<file path="src/rtl/tile_map_ctrl_if.sv">
// Tile map access bus: renderer read port and game-logic read/write port.
// master = requesters (renderer, game logic); slave = tile_map_ctrl.
interface tile_map_ctrl_if;
  logic       vid_req;
  logic [8:0] vid_addr;
  logic [2:0] vid_data;
  logic       vid_valid;
  logic       gm_req;
  logic       gm_we;
  logic [8:0] gm_addr;
  logic [2:0] gm_wdata;
  logic       gm_gnt;
  logic [2:0] gm_rdata;
  logic       gm_rvalid;

  modport master (
    output vid_req, vid_addr,
    input  vid_data, vid_valid,
    output gm_req, gm_we, gm_addr, gm_wdata,
    input  gm_gnt, gm_rdata, gm_rvalid
  );

  modport slave (
    input  vid_req, vid_addr,
    output vid_data, vid_valid,
    input  gm_req, gm_we, gm_addr, gm_wdata,
    output gm_gnt, gm_rdata, gm_rvalid
  );
endinterface

</file>
<file path="src/rtl/tile_map_ctrl.sv">
// Tile map RAM: ROM bulk load, then arbitrated renderer/game access.
// Ports: clk, rst_n, load_start/busy/load_done, rom_addr/rom_q, addr_err, bus.
module tile_map_ctrl #(
  parameter int MAP_DEPTH  = 300,
  parameter int STARVE_MAX = 4
) (
  input  logic       clk,
  input  logic       rst_n,
  input  logic       load_start,
  output logic       busy,
  output logic       load_done,
  output logic [8:0] rom_addr,
  input  logic [2:0] rom_q,
  output logic       addr_err,
  tile_map_ctrl_if.slave bus
);

  localparam int SW = $clog2(STARVE_MAX + 1);
  localparam logic [8:0] LAST = 9'(MAP_DEPTH - 1);
  localparam logic [SW-1:0] SMAX = SW'(STARVE_MAX);

  typedef enum logic [1:0] {
    IDLE,
    LOAD,
    RUN
  } state_t;

  state_t state, state_nx;

  logic [8:0]    cnt;
  logic [SW-1:0] starve;
  logic [2:0]    ram [MAP_DEPTH];

  logic gnt_gm;
  logic gnt_vid;
  logic vid_ok;
  logic gm_ok;
  logic starved;

  assign vid_ok  = 32'(bus.vid_addr) < MAP_DEPTH;
  assign gm_ok   = 32'(bus.gm_addr) < MAP_DEPTH;
  assign starved = starve == SMAX;

  assign bus.gm_gnt = gnt_gm;

  always_ff @(posedge clk or negedge rst_n) begin
    if (!rst_n) state <= IDLE;
    else        state <= state_nx;
  end

  always_comb begin
    state_nx  = state;
    busy      = 1'b0;
    load_done = 1'b0;
    rom_addr  = '0;
    gnt_gm    = 1'b0;
    gnt_vid   = 1'b0;
    unique case (state)
      IDLE: begin
        if (load_start) state_nx = LOAD;
      end
      LOAD: begin
        busy     = 1'b1;
        rom_addr = cnt;
        if (cnt == LAST) begin
          load_done = 1'b1;
          state_nx  = RUN;
        end
      end
      RUN: begin
        // video wins unless the game port has waited its limit
        gnt_gm  = bus.gm_req && (!bus.vid_req || starved);
        gnt_vid = bus.vid_req && !gnt_gm;
        if (load_start) state_nx = LOAD;
      end
      default: state_nx = IDLE;
    endcase
  end

  always_ff @(posedge clk or negedge rst_n) begin
    if (!rst_n) begin
      cnt           <= '0;
      starve        <= '0;
      bus.vid_valid <= 1'b0;
      bus.vid_data  <= '0;
      bus.gm_rvalid <= 1'b0;
      bus.gm_rdata  <= '0;
      addr_err      <= 1'b0;
    end else begin
      if (state == LOAD && cnt != LAST) cnt <= cnt + 9'd1;
      else                              cnt <= '0;

      if (state == RUN && bus.gm_req && !gnt_gm)
        starve <= starved ? starve : starve + 1'b1;
      else
        starve <= '0;

      bus.vid_valid <= gnt_vid;
      bus.vid_data  <= (gnt_vid && vid_ok) ? ram[bus.vid_addr] : '0;

      bus.gm_rvalid <= gnt_gm && !bus.gm_we;
      bus.gm_rdata  <= (gnt_gm && !bus.gm_we && gm_ok)
                       ? ram[bus.gm_addr] : '0;

      addr_err <= (gnt_vid && !vid_ok) || (gnt_gm && !gm_ok);
    end
  end

  // tile storage is not reset; contents come from the ROM load
  always_ff @(posedge clk) begin
    if (state == LOAD)
      ram[cnt] <= rom_q;
    else if (gnt_gm && bus.gm_we && gm_ok)
      ram[bus.gm_addr] <= bus.gm_wdata;
  end

endmodule

</file>
<file path="src/flat_wrapper.sv">
// flat-port wrapper written by rule: the top's interface ports become plain ports
module tile_map_ctrl_flat 
#(
  parameter int MAP_DEPTH  = 300,
  parameter int STARVE_MAX = 4
)
  (clk, rst_n, load_start, busy, load_done, rom_addr, rom_q, addr_err, bus_vid_req, bus_vid_addr, bus_vid_data, bus_vid_valid, bus_gm_req, bus_gm_we, bus_gm_addr, bus_gm_wdata, bus_gm_gnt, bus_gm_rdata, bus_gm_rvalid);
  tile_map_ctrl_if bus_i ();
  input  logic clk;
  input  logic rst_n;
  input  logic load_start;
  output logic busy;
  output logic load_done;
  output logic [8:0] rom_addr;
  input  logic [2:0] rom_q;
  output logic addr_err;
  input wire logic [$bits(bus_i.vid_req)-1:0] bus_vid_req;
  input wire logic [$bits(bus_i.vid_addr)-1:0] bus_vid_addr;
  output wire logic [$bits(bus_i.vid_data)-1:0] bus_vid_data;
  output wire logic [$bits(bus_i.vid_valid)-1:0] bus_vid_valid;
  input wire logic [$bits(bus_i.gm_req)-1:0] bus_gm_req;
  input wire logic [$bits(bus_i.gm_we)-1:0] bus_gm_we;
  input wire logic [$bits(bus_i.gm_addr)-1:0] bus_gm_addr;
  input wire logic [$bits(bus_i.gm_wdata)-1:0] bus_gm_wdata;
  output wire logic [$bits(bus_i.gm_gnt)-1:0] bus_gm_gnt;
  output wire logic [$bits(bus_i.gm_rdata)-1:0] bus_gm_rdata;
  output wire logic [$bits(bus_i.gm_rvalid)-1:0] bus_gm_rvalid;
  assign bus_i.vid_req = bus_vid_req;
  assign bus_i.vid_addr = bus_vid_addr;
  assign bus_vid_data = bus_i.vid_data;
  assign bus_vid_valid = bus_i.vid_valid;
  assign bus_i.gm_req = bus_gm_req;
  assign bus_i.gm_we = bus_gm_we;
  assign bus_i.gm_addr = bus_gm_addr;
  assign bus_i.gm_wdata = bus_gm_wdata;
  assign bus_gm_gnt = bus_i.gm_gnt;
  assign bus_gm_rdata = bus_i.gm_rdata;
  assign bus_gm_rvalid = bus_i.gm_rvalid;
  tile_map_ctrl #(.MAP_DEPTH(MAP_DEPTH), .STARVE_MAX(STARVE_MAX)) u_core (.clk(clk), .rst_n(rst_n), .load_start(load_start), .busy(busy), .load_done(load_done), .rom_addr(rom_addr), .rom_q(rom_q), .addr_err(addr_err), .bus(bus_i));
endmodule
</file>
<file path="config.mk">
export PLATFORM = sky130hd
export DESIGN_NAME = tile_map_ctrl_flat
export DESIGN_NICKNAME = d
export VERILOG_FILES = /design/src/rtl/tile_map_ctrl_if.sv /design/src/rtl/tile_map_ctrl.sv /design/src/flat_wrapper.sv
export SDC_FILE = /design/constraint.sdc
export NUM_CORES = 1
export LEC_CHECK = 0
export BUFFER_PORTS_ARGS = -buffer_cell sky130_fd_sc_hd__clkbuf_2
export CAP_MARGIN = 20
export CELL_PAD_IN_SITES_DETAIL_PLACEMENT = 0
export CELL_PAD_IN_SITES_GLOBAL_PLACEMENT = 1
export CORE_MARGIN = 4
export CORE_UTILIZATION = 59
export DETAILED_ROUTE_END_ITERATION = 6
export MAX_ROUTING_LAYER = met4
export PLACE_DENSITY_LB_ADDON = 0.1
export RECOVER_POWER = 25
export SETUP_SLACK_MARGIN = 0.4
export SYNTH_ARGS = -nofsm -noshare
export SYNTH_HDL_FRONTEND = slang
export SYNTH_SLANG_ARGS = --single-unit
</file>
<file path="constraint.sdc">
create_clock -name clk -period 12.7 [get_ports clk]
set_clock_uncertainty 0.2 [all_clocks]
set_input_delay 0.635 -clock clk [delete_from_list [all_inputs] [get_ports clk]]
set_output_delay 0.635 -clock clk [all_outputs]
set_load 0.02 [all_outputs]
</file>
==> report_table.html, run 1 <==
<table>
<tr><th>Metric</th><th>Value</th></tr>
<tr><th colspan="2">Synthesis</th></tr>
<tr><td>Simple-gate portion of the synthesized area</td><td>0.0484</td></tr>
<tr><td>Area share of the leading cell type in the synthesized netlist</td><td>0.599</td></tr>
<tr><td>Synthesized instance count</td><td>2,797</td></tr>
<tr><td>Mean area per synthesized cell</td><td>~16 um^2</td></tr>
<tr><td>Multiplexer share of the synthesized area</td><td>0.231</td></tr>
<tr><td>Most instantiated cells after synthesis</td><td>900 x sky130_fd_sc_hd__edfxtp_1, 333 x sky130_fd_sc_hd__nor2_1, 326 x sky130_fd_sc_hd__mux2i_1</td></tr>
<tr><td>FF+latch count, synth</td><td>~920</td></tr>
<tr><td>Asr flop ratio synth</td><td>0.0249</td></tr>
<tr><td>Synthesized-area fraction occupied by ao, oa, aoi and oai cells</td><td>0.0719</td></tr>
<tr><td>Most area-consuming cells after synthesis</td><td>sky130_fd_sc_hd__edfxtp_1 60%, sky130_fd_sc_hd__mux4_2 14%, sky130_fd_sc_hd__mux2i_1 7.2%</td></tr>
<tr><td>Synthesized Nets</td><td>between 2,000 and 3,000</td></tr>
<tr><td>Synthesized-area fraction occupied by xor and xnor cells</td><td>0.00155</td></tr>
<tr><td>Syn Std Cell Area</td><td>0.0451 mm^2</td></tr>
<tr><td>Most instantiated flip-flop cell in the synthesis netlist</td><td>sky130_fd_sc_hd__edfxtp_1</td></tr>
<tr><td>Dominant combinational cell family by area after synthesis</td><td>multiplexers</td></tr>
<tr><td>Distinct cell type count after synthesis</td><td>70</td></tr>
<tr><td>EDFF count, synth</td><td>900</td></tr>
<tr><td>Most frequent cell after synthesis</td><td>sky130_fd_sc_hd__edfxtp_1</td></tr>
<tr><td>Adder and majority cell fraction of the synthesized area</td><td>0.000832</td></tr>
<tr><td>Yosys top cell by area</td><td>sky130_fd_sc_hd__edfxtp_1</td></tr>
<tr><td>Ys Warns</td><td>0</td></tr>
<tr><td>Sequential fraction of the synthesis area</td><td>0.612</td></tr>
<tr><th colspan="2">Clock tree</th></tr>
<tr><td>Worst-case clock buffer depth</td><td>3</td></tr>
<tr><td>Clock H-tree levels</td><td>3</td></tr>
<tr><td>Clock sink count</td><td>923</td></tr>
<tr><td>Number of cells upsized or downsized after cts</td><td>0</td></tr>
<tr><td>CTS tree</td><td>yes</td></tr>
<tr><td>Clock transition at the registers of the reported paths</td><td>0.06 ns</td></tr>
<tr><td>CTS Buf Count</td><td>93</td></tr>
<tr><td>Clk Latency, worst-skew pair</td><td>roughly 0.65 ns</td></tr>
<tr><td>Cell at the root of the clock tree</td><td>sky130_fd_sc_hd__clkbuf_16</td></tr>
<tr><th colspan="2">STA</th></tr>
<tr><td>Number of max-slew violations in the final report</td><td>around 470</td></tr>
<tr><td>Unrepaired setup endpoints after global routing</td><td>no</td></tr>
<tr><td>Total negative slack</td><td>0 ns</td></tr>
<tr><td>Max-slew headroom at the worst pin</td><td>-1.06</td></tr>
<tr><td>Final hold violation count</td><td>0</td></tr>
<tr><td>Setup violations, final</td><td>0</td></tr>
<tr><td>Final period demand of the worst path</td><td>7.32 ns</td></tr>
<tr><td>Final worst path period share</td><td>0.577</td></tr>
<tr><td>Highest attainable clock frequency</td><td>around 140 MHz</td></tr>
<tr><td>Actual transition at the worst max-transition pin</td><td>~3 ns</td></tr>
<tr><th colspan="2">Global route</th></tr>
<tr><td>Largest net degree at the start of global routing</td><td>225</td></tr>
<tr><td>Total global routing overflow</td><td>0</td></tr>
<tr><td>Antenna violations before repair</td><td>5</td></tr>
<tr><td>All-layer global routing usage</td><td>0.336</td></tr>
<tr><td>Via count of the first global-routing pass</td><td>28,100</td></tr>
<tr><td>Wire length of the first global-routing pass</td><td>193 mm</td></tr>
<tr><th colspan="2">Floorplan</th></tr>
<tr><td>Number of top-level pins</td><td>between 50 and 60</td></tr>
<tr><td>Placeable core region</td><td>about 0.076 mm^2</td></tr>
<tr><td>Initial cell density of the core</td><td>0.595</td></tr>
<tr><td>Area of the die</td><td>0.0809 mm^2</td></tr>
<tr><td>Die span in y</td><td>about 280 um</td></tr>
<tr><td>Number of placement rows</td><td>just over 100</td></tr>
<tr><td>Horizontal extent of the die</td><td>285 um</td></tr>
<tr><th colspan="2">Setup path</th></tr>
<tr><td>RR Endpoint</td><td>u_core.ram[185][0]</td></tr>
<tr><td>Crit path kind</td><td>reg -&gt; reg</td></tr>
<tr><td>Maximum fanout along the worst path</td><td>between 70 and 80</td></tr>
<tr><td>Number of cells traversed by the worst register-to-register path</td><td>9</td></tr>
<tr><td>Register-to-register setup slack</td><td>5.38 ns</td></tr>
<tr><td>CP Data Arrival Time</td><td>7.45 ns</td></tr>
<tr><td>Endpoint of the most critical setup path</td><td>u_core.ram[185][0]</td></tr>
<tr><td>Element type at the critical path start</td><td>flip-flop</td></tr>
<tr><td>Required time worst endpoint</td><td>12.82 ns</td></tr>
<tr><td>Crit path capture type</td><td>flip-flop</td></tr>
<tr><td>Critical path launch point</td><td>u_core.starve[0]</td></tr>
<tr><td>Worst reg2reg startpoint</td><td>u_core.starve[0]</td></tr>
<tr><th colspan="2">Finish</th></tr>
<tr><td>Share of final-layout standard cells stronger than drive strength 1</td><td>0.196</td></tr>
<tr><td>Synthesis-to-layout area growth</td><td>7.96%</td></tr>
<tr><td>Layout Nets</td><td>2,789</td></tr>
<tr><td>Fraction of the core area covered by cells at the end of the flow</td><td>0.642</td></tr>
<tr><th colspan="2">Detailed routing</th></tr>
<tr><td>Vias per inst</td><td>7.36</td></tr>
<tr><td>Total vias in the final route</td><td>28,100</td></tr>
<tr><td>Total detailed-routing wirelength</td><td>approximately 130 mm</td></tr>
<tr><td>Detailed-route wire length per cell</td><td>34.8 um</td></tr>
<tr><td>Number of violations reported at the end of detailed-routing iteration 0</td><td>3,250</td></tr>
<tr><td>Post-route DRC violation count</td><td>0</td></tr>
<tr><td>Number of iterations in the first detailed-routing pass</td><td>5</td></tr>
<tr><td>Number of routed nets with antenna violations</td><td>0</td></tr>
<tr><th colspan="2">Power and ir drop</th></tr>
<tr><td>Power per cell area</td><td>138 mW/mm^2</td></tr>
<tr><td>Standby leakage power</td><td>~16 nW</td></tr>
<tr><td>Largest voltage drop on the vdd net</td><td>0.123 mV</td></tr>
<tr><th colspan="2">Run status</th></tr>
<tr><td>Run status</td><td>finished with violations</td></tr>
<tr><td>Violations in the final reports</td><td>capacitance limit, slew limit</td></tr>
<tr><th colspan="2">Placed design</th></tr>
<tr><td>Final weighted congestion in routability-driven placement</td><td>between 0.9 and 1</td></tr>
<tr><td>Quantity of I/O buffers inserted on ports</td><td>50</td></tr>
<tr><td>Post-detail-place hpwl</td><td>between 80 and 90 mm</td></tr>
<tr><th colspan="2">Worst hold path</th></tr>
<tr><td>Path type of the worst min-delay path</td><td>in -&gt; reg</td></tr>
<tr><th colspan="2">Run</th></tr>
<tr><td>Max Cap Violations</td><td>16</td></tr>
</table>
## area by class of cell
type	instances	area, um^2
inverters	14	52.6
clock inverters	58	708
flip-flops and latches	923	27600
fillers	5328	27100
clock buffers	113	2480
diodes	3	7.51
multi-input cells	1621	15900
well taps	978	1220
repair buffers	103	698
## registers in the layout (all words and copies together) (netlist names)
signal                flops
u_core.ram              900
u_core.cnt                9
u_core.bus.gm_rdata       3
u_core.bus.vid_data       3
u_core.starve             3
u_core.state              2
u_core.addr_err           1
u_core.bus.gm_rvalid      1
u_core.bus.vid_valid      1
## routing by layer
layer / vias up / GRT usage / routed length, um
li1: 11400 / - / -
met1: 14500 / 0.443 / 49000
met2: 1810 / 0.519 / 63500
met3: 333 / 0.0706 / 14600
met4: 0 / 0.134 / 5520
met5: - / - / 0
## worst min path at each step
stage,from,end,slack [ns],depth (start not counted)
after floorplan,rst_n,u_core.addr_err,0.14,0
after global placement,u_core.starve[0],u_core.starve[0],0.24,1
after detailed placement,u_core.starve[0],u_core.starve[0],0.25,1
after CTS,load_start,u_core.state[0],0.01,3
after global routing,load_start,u_core.state[0],0.04,3
final,load_start,u_core.state[0],0.04,3
## worst max-delay path, stage by stage (launching register included)
cell and delay [ns]:
sky130_fd_sc_hd__dfrtp_1 0.39, sky130_fd_sc_hd__inv_1 0.06, sky130_fd_sc_hd__ha_1 0.18, sky130_fd_sc_hd__a21bo_2 0.14, sky130_fd_sc_hd__nand3_1 0.24, sky130_fd_sc_hd__a211oi_1 2.13
sky130_fd_sc_hd__nand2_1 0.18, sky130_fd_sc_hd__nand2_1 1.84, sky130_fd_sc_hd__buf_4 0.78, sky130_fd_sc_hd__buf_4 0.72
## where the power goes
part | internal (mW) | total (mW) | switching (mW)
Sequential | 3.34 | 3.34 | 0.000286
Clock | 1.70 | 2.89 | 1.19
Combinational | 0.176 | 0.484 | 0.308
## kinds of logic (layout without fill, tap and decap cells)
group | after synthesis | count (layout)
mux | 651 | 651
simple gates | 509 | 509
other cells | 0 | 3
fa+ha+maj | 3 | 3
xor+xnor | 8 | 8
flops | 923 | 923
buf+inv | 253 | 288
compound gates | 450 | 450
## timing repair
item                      in CTS  in global routing
setup buffers                  0                  0
hold buffers                   2                  0
hold endpoints to repair      24                  0
## cell usage in the layout (no fill, tap or decap), drive strengths merged, types with 13 or more instances in the layout
| cell | instances |
|---|---|
| a211oi | 40 |
| clkbuf | 164 |
| a221oi | 85 |
| edfxtp | 900 |
| nand2 | 77 |
| a2111oi | 14 |
| inv | 18 |
| buf | 50 |
| nand3 | 18 |
| o21ai | 85 |
| o22ai | 35 |
| o211ai | 13 |
| and2 | 18 |
| bufinv | 15 |
| mux4 | 303 |
| dfrtp | 23 |
| a21oi | 64 |
| a22oi | 13 |
| mux2i | 326 |
| o221ai | 61 |
| clkinv | 29 |
| nand2b | 15 |
| nor2 | 334 |
| mux2 | 22 |
## through the flow
stage | setup WS [ns] | area, um^2 | total power [mW] | std cells | hold WS (ns)
after detailed placement | 7.29 | 45600 | 3.88 | 3635 | 0.249
after global placement | 7.43 | 45600 | 3.88 | 3635 | 0.243
after CTS | 7.96 | 48800 | 6.73 | 3808 | 0.0134
after global routing | 4.73 | 48700 | 6.89 | 3813 | 0.0445
final | 5.38 | 48700 | 6.72 | 3813 | 0.0382
after floorplan | 6.44 | 45100 | 3.76 | 2797 | 0.139
(Power assumes the default switching activity.)
==> inputs of run 2 (changes only) <==
--- a/config.mk
+++ b/config.mk
@@ -10,7 +10,7 @@
 export CELL_PAD_IN_SITES_DETAIL_PLACEMENT = 0
 export CELL_PAD_IN_SITES_GLOBAL_PLACEMENT = 1
 export CORE_MARGIN = 4
-export CORE_UTILIZATION = 59
+export CORE_UTILIZATION = 55
 export DETAILED_ROUTE_END_ITERATION = 6
 export MAX_ROUTING_LAYER = met4
 export PLACE_DENSITY_LB_ADDON = 0.1
==> constraint.sdc (replaced) <==
create_clock -name clk -period 7.5 [get_ports clk]
set_clock_uncertainty 0.2 [all_clocks]
set_input_delay 0.375 -clock clk [delete_from_list [all_inputs] [get_ports clk]]
set_output_delay 0.375 -clock clk [all_outputs]
set_load 0.02 [all_outputs]
==> report_table.html, run 2 (synthesis gave the netlist of run 1 again) <==
<table>
<tr><th>Metric</th><th>Value</th></tr>
<tr><th colspan="2">Detailed routing</th></tr>
<tr><td>Post-route DRC violation count</td><td>0 (unchanged)</td></tr>
<tr><td>Total vias in the final route</td><td>28,200 (+0.43%)</td></tr>
<tr><td>Total detailed-routing wirelength</td><td>139 mm (+4.6%)</td></tr>
<tr><td>Vias per inst</td><td>7.19 (-2.3%)</td></tr>
<tr><td>Detailed-route wire length per cell</td><td>35.4 um (+1.7%)</td></tr>
<tr><td>Number of routed nets with antenna violations</td><td>0 (unchanged)</td></tr>
<tr><td>Number of violations reported at the end of detailed-routing iteration 0</td><td>3,583 (+10%)</td></tr>
<tr><td>Number of iterations in the first detailed-routing pass</td><td>6 (+1)</td></tr>
<tr><th colspan="2">Floorplan</th></tr>
<tr><td>Number of placement rows</td><td>104 (+3.0%)</td></tr>
<tr><td>Horizontal extent of the die</td><td>294 um (+3.5%)</td></tr>
<tr><td>Die span in y</td><td>294 um (+3.5%)</td></tr>
<tr><td>Placeable core region</td><td>0.0809 mm^2 (+6.7%)</td></tr>
<tr><td>Initial cell density of the core</td><td>0.557 (-0.0376)</td></tr>
<tr><td>Number of top-level pins</td><td>51 (unchanged)</td></tr>
<tr><td>Area of the die</td><td>0.0867 mm^2 (+7.1%)</td></tr>
<tr><th colspan="2">Setup path</th></tr>
<tr><td>Crit path kind</td><td>in -&gt; reg</td></tr>
<tr><td>Required time worst endpoint</td><td>7.86 ns (-4.96 ns)</td></tr>
<tr><td>Maximum single-stage delay on the critical path</td><td>1.79 ns (-0.34 ns)</td></tr>
<tr><td>Cell seen most often among critical-path stages</td><td>sky130_fd_sc_hd__buf_4</td></tr>
<tr><td>Levels on crit path</td><td>9 (unchanged)</td></tr>
<tr><td>Number of cells traversed by the worst register-to-register path</td><td>8 (-1)</td></tr>
<tr><td>CP Data Arrival Time</td><td>6.38 ns (-1.07 ns)</td></tr>
<tr><td>CP max-delay cell</td><td>sky130_fd_sc_hd__and2_0</td></tr>
<tr><td>Worst path top cell family by delay</td><td>buffers and inverters</td></tr>
<tr><td>Maximum fanout along the worst path</td><td>36 (-53%)</td></tr>
<tr><td>Crit path capture type</td><td>flip-flop</td></tr>
<tr><td>Number of buffer and inverter stages on the critical path</td><td>3 (unchanged)</td></tr>
<tr><td>Element type at the critical path start</td><td>primary input</td></tr>
<tr><td>Crit-path cells</td><td>buf_4, buf_4, and2_0, clkbuf_1, a21oi_1, a221oi_1, o21ai_0, and2_1, a31oi_1</td></tr>
<tr><th colspan="2">Placed design</th></tr>
<tr><td>Post-detail-place hpwl</td><td>84.5 mm (+3.3%)</td></tr>
<tr><td>Quantity of I/O buffers inserted on ports</td><td>50 (unchanged)</td></tr>
<tr><td>Final weighted congestion in routability-driven placement</td><td>0.943 (+2.9%)</td></tr>
<tr><td>Post-placement cell count</td><td>3,729 (+2.6%)</td></tr>
<tr><th colspan="2">Global route</th></tr>
<tr><td>All-layer global routing usage</td><td>0.330 (-0.00539)</td></tr>
<tr><td>Total global routing overflow</td><td>0 (unchanged)</td></tr>
<tr><td>Largest net degree at the start of global routing</td><td>185 (-18%)</td></tr>
<tr><td>Antenna violations before repair</td><td>3 (-2)</td></tr>
<tr><td>Via count of the first global-routing pass</td><td>28,500 (+1.5%)</td></tr>
<tr><td>Wire length of the first global-routing pass</td><td>199 mm (+3.4%)</td></tr>
<tr><th colspan="2">Clock tree</th></tr>
<tr><td>Number of cells upsized or downsized after cts</td><td>0 (unchanged)</td></tr>
<tr><td>Clock transition at the registers of the reported paths</td><td>0.06 ns (about the same)</td></tr>
<tr><td>Count of buffers added by post-CTS timing repair for setup</td><td>0 (unchanged)</td></tr>
<tr><td>Worst-case clock buffer depth</td><td>3 (unchanged)</td></tr>
<tr><td>Clk Latency, worst-skew pair</td><td>0.65 ns (about the same)</td></tr>
<tr><td>Clock sink count</td><td>923 (unchanged)</td></tr>
<tr><td>Clock H-tree levels</td><td>3 (unchanged)</td></tr>
<tr><td>Hold-fix buffers at CTS</td><td>9 (+7)</td></tr>
<tr><td>CTS Buf Count</td><td>98 (+5.4%)</td></tr>
<tr><td>Cell at the root of the clock tree</td><td>sky130_fd_sc_hd__clkbuf_16</td></tr>
<tr><td>CTS tree</td><td>yes</td></tr>
<tr><th colspan="2">Power and ir drop</th></tr>
<tr><td>Largest voltage drop on the vdd net</td><td>0.210 mV (+70%)</td></tr>
<tr><td>Power per cell area</td><td>234 mW/mm^2 (+70%)</td></tr>
<tr><td>Standby leakage power</td><td>16.0 nW (+1.2%)</td></tr>
<tr><th colspan="2">STA</th></tr>
<tr><td>Final hold violation count</td><td>0 (unchanged)</td></tr>
<tr><td>Setup violations, final</td><td>0 (unchanged)</td></tr>
<tr><td>Unrepaired setup endpoints after global routing</td><td>no</td></tr>
<tr><td>Final period demand of the worst path</td><td>6.02 ns</td></tr>
<tr><td>Max-slew headroom at the worst pin</td><td>-0.757 (+0.304)</td></tr>
<tr><td>Total negative slack</td><td>0 ns (unchanged)</td></tr>
<tr><td>Number of max-slew violations in the final report</td><td>272 (-42%)</td></tr>
<tr><td>Actual transition at the worst max-transition pin</td><td>2.63 ns (-0.462 ns)</td></tr>
<tr><td>Final worst path period share</td><td>0.802</td></tr>
<tr><td>Highest attainable clock frequency</td><td>about 170 MHz</td></tr>
<tr><th colspan="2">Finish</th></tr>
<tr><td>Largest register by flop count</td><td>u_core.ram</td></tr>
<tr><td>Highest-count cells in the layout ignoring fill and taps</td><td>900 x sky130_fd_sc_hd__edfxtp_1, 332 x sky130_fd_sc_hd__nor2_1, 326 x sky130_fd_sc_hd__mux2i_1</td></tr>
<tr><td>Share of final-layout standard cells stronger than drive strength 1</td><td>0.202 (+0.00521)</td></tr>
<tr><td>Commonest non-fill, non-tap cell in the layout</td><td>sky130_fd_sc_hd__edfxtp_1</td></tr>
<tr><td>Final std cells w/o fill</td><td>3,920 (+2.8%)</td></tr>
<tr><td>Layout Nets</td><td>2,811 (+0.79%)</td></tr>
<tr><td>Synthesis-to-layout area growth</td><td>9.03%</td></tr>
<tr><td>Max reg flops</td><td>900 (unchanged)</td></tr>
<tr><td>Number of fillers in the final layout</td><td>5,926 (+11%)</td></tr>
<tr><td>Biggest regs</td><td>u_core.ram: 900 flops, u_core.cnt: 9 flops</td></tr>
<tr><th colspan="2">Run</th></tr>
<tr><td>Max Cap Violations</td><td>6 (-10)</td></tr>
<tr><th colspan="2">Worst hold path</th></tr>
<tr><td>Depth of the worst hold-timing path</td><td>4 (+1)</td></tr>
<tr><td>Path type of the worst min-delay path</td><td>in -&gt; reg</td></tr>
<tr><th colspan="2">Run status</th></tr>
<tr><td>Run status</td><td>finished with violations</td></tr>
<tr><td>Violations in the final reports</td><td>capacitance limit, slew limit</td></tr>
</table>
-- run 2: cell types whose count changed in the layout (fill, tap and decap cells not counted), sizes merged --
cell and delta:
buf +16, bufinv +2, clkbuf -2, clkinv +7, clkinvlp -7, diode -1, dlygate4sd3 +7, inv +3
-- run 2: worst register-to-register path, stage by stage, from the launching register on --
cell	delay, ns
sky130_fd_sc_hd__dfrtp_1	0.40
sky130_fd_sc_hd__inv_1	0.06
sky130_fd_sc_hd__ha_1	0.19
sky130_fd_sc_hd__a21bo_2	0.14
sky130_fd_sc_hd__nand3_1	0.27
sky130_fd_sc_hd__a211oi_4	0.97
sky130_fd_sc_hd__nand2_1	0.12
sky130_fd_sc_hd__nand2_1	1.89
sky130_fd_sc_hd__buf_4	0.82
-- run 2: path summary, 6_finish.rpt --
kind	start	slack [ns]	to
max reg2reg	u_core.starve[0]	2.06	u_core.ram[172][1]
min	bus_gm_addr[6]	0.06	u_core.bus.gm_rdata[0]
min in group asynchronous	rst_n	0.40	u_core.starve[1]
max in group asynchronous	rst_n	5.84	u_core.cnt[7]
max	bus_gm_addr[3]	1.48	u_core.bus.gm_rdata[2]
min reg2reg	u_core.starve[0]	0.27	u_core.starve[0]
-- run 2: layout make-up --
class | count | area, um^2 | area share
sequential | 923 | 27600 | 0.561
inverter | 14 | 52.6 | 0.00107
tap | 1060 | 1330 | 0.0270
clock inverter | 63 | 779 | 0.0158
multi-input combinational | 1621 | 16000 | 0.325
clock buffer | 117 | 2520 | 0.0513
antenna | 2 | 5.00 | 0.000102
timing repair buffer | 120 | 932 | 0.0190
-- run 2: stage by stage --
step / worst slack (ns) / power (mW) / area (um^2) / util / hold slack [ns]
2_1_floorplan: 1.33 / 6.36 / 45100 / - / -0.121
3_3_place_gp: 2.66 / 6.59 / 45800 / 0.566 / 0.216
3_5_place_dp: 2.65 / 6.59 / 45900 / 0.567 / 0.232
4_1_cts: 3.19 / 11.5 / 49200 / 0.608 / 0.0155
5_1_grt: 1.57 / 11.8 / 49200 / 0.608 / 0.0877
6_report: 1.48 / 11.5 / 49200 / 0.608 / 0.0626
-- run 2: power breakdown --
part	internal [mW]	total [mW]	switching (mW)
combinational	0.304	0.841	0.538
clock	2.99	5.02	2.03
sequential	5.66	5.66	0.000611
-- run 2: per-layer routing --
metal | routed length [um] | track usage
met1 | 52500 | 0.433
met5 | 0 | -
met3 | 13300 | 0.0653
met4 | 5790 | 0.126
met2 | 67100 | 0.520
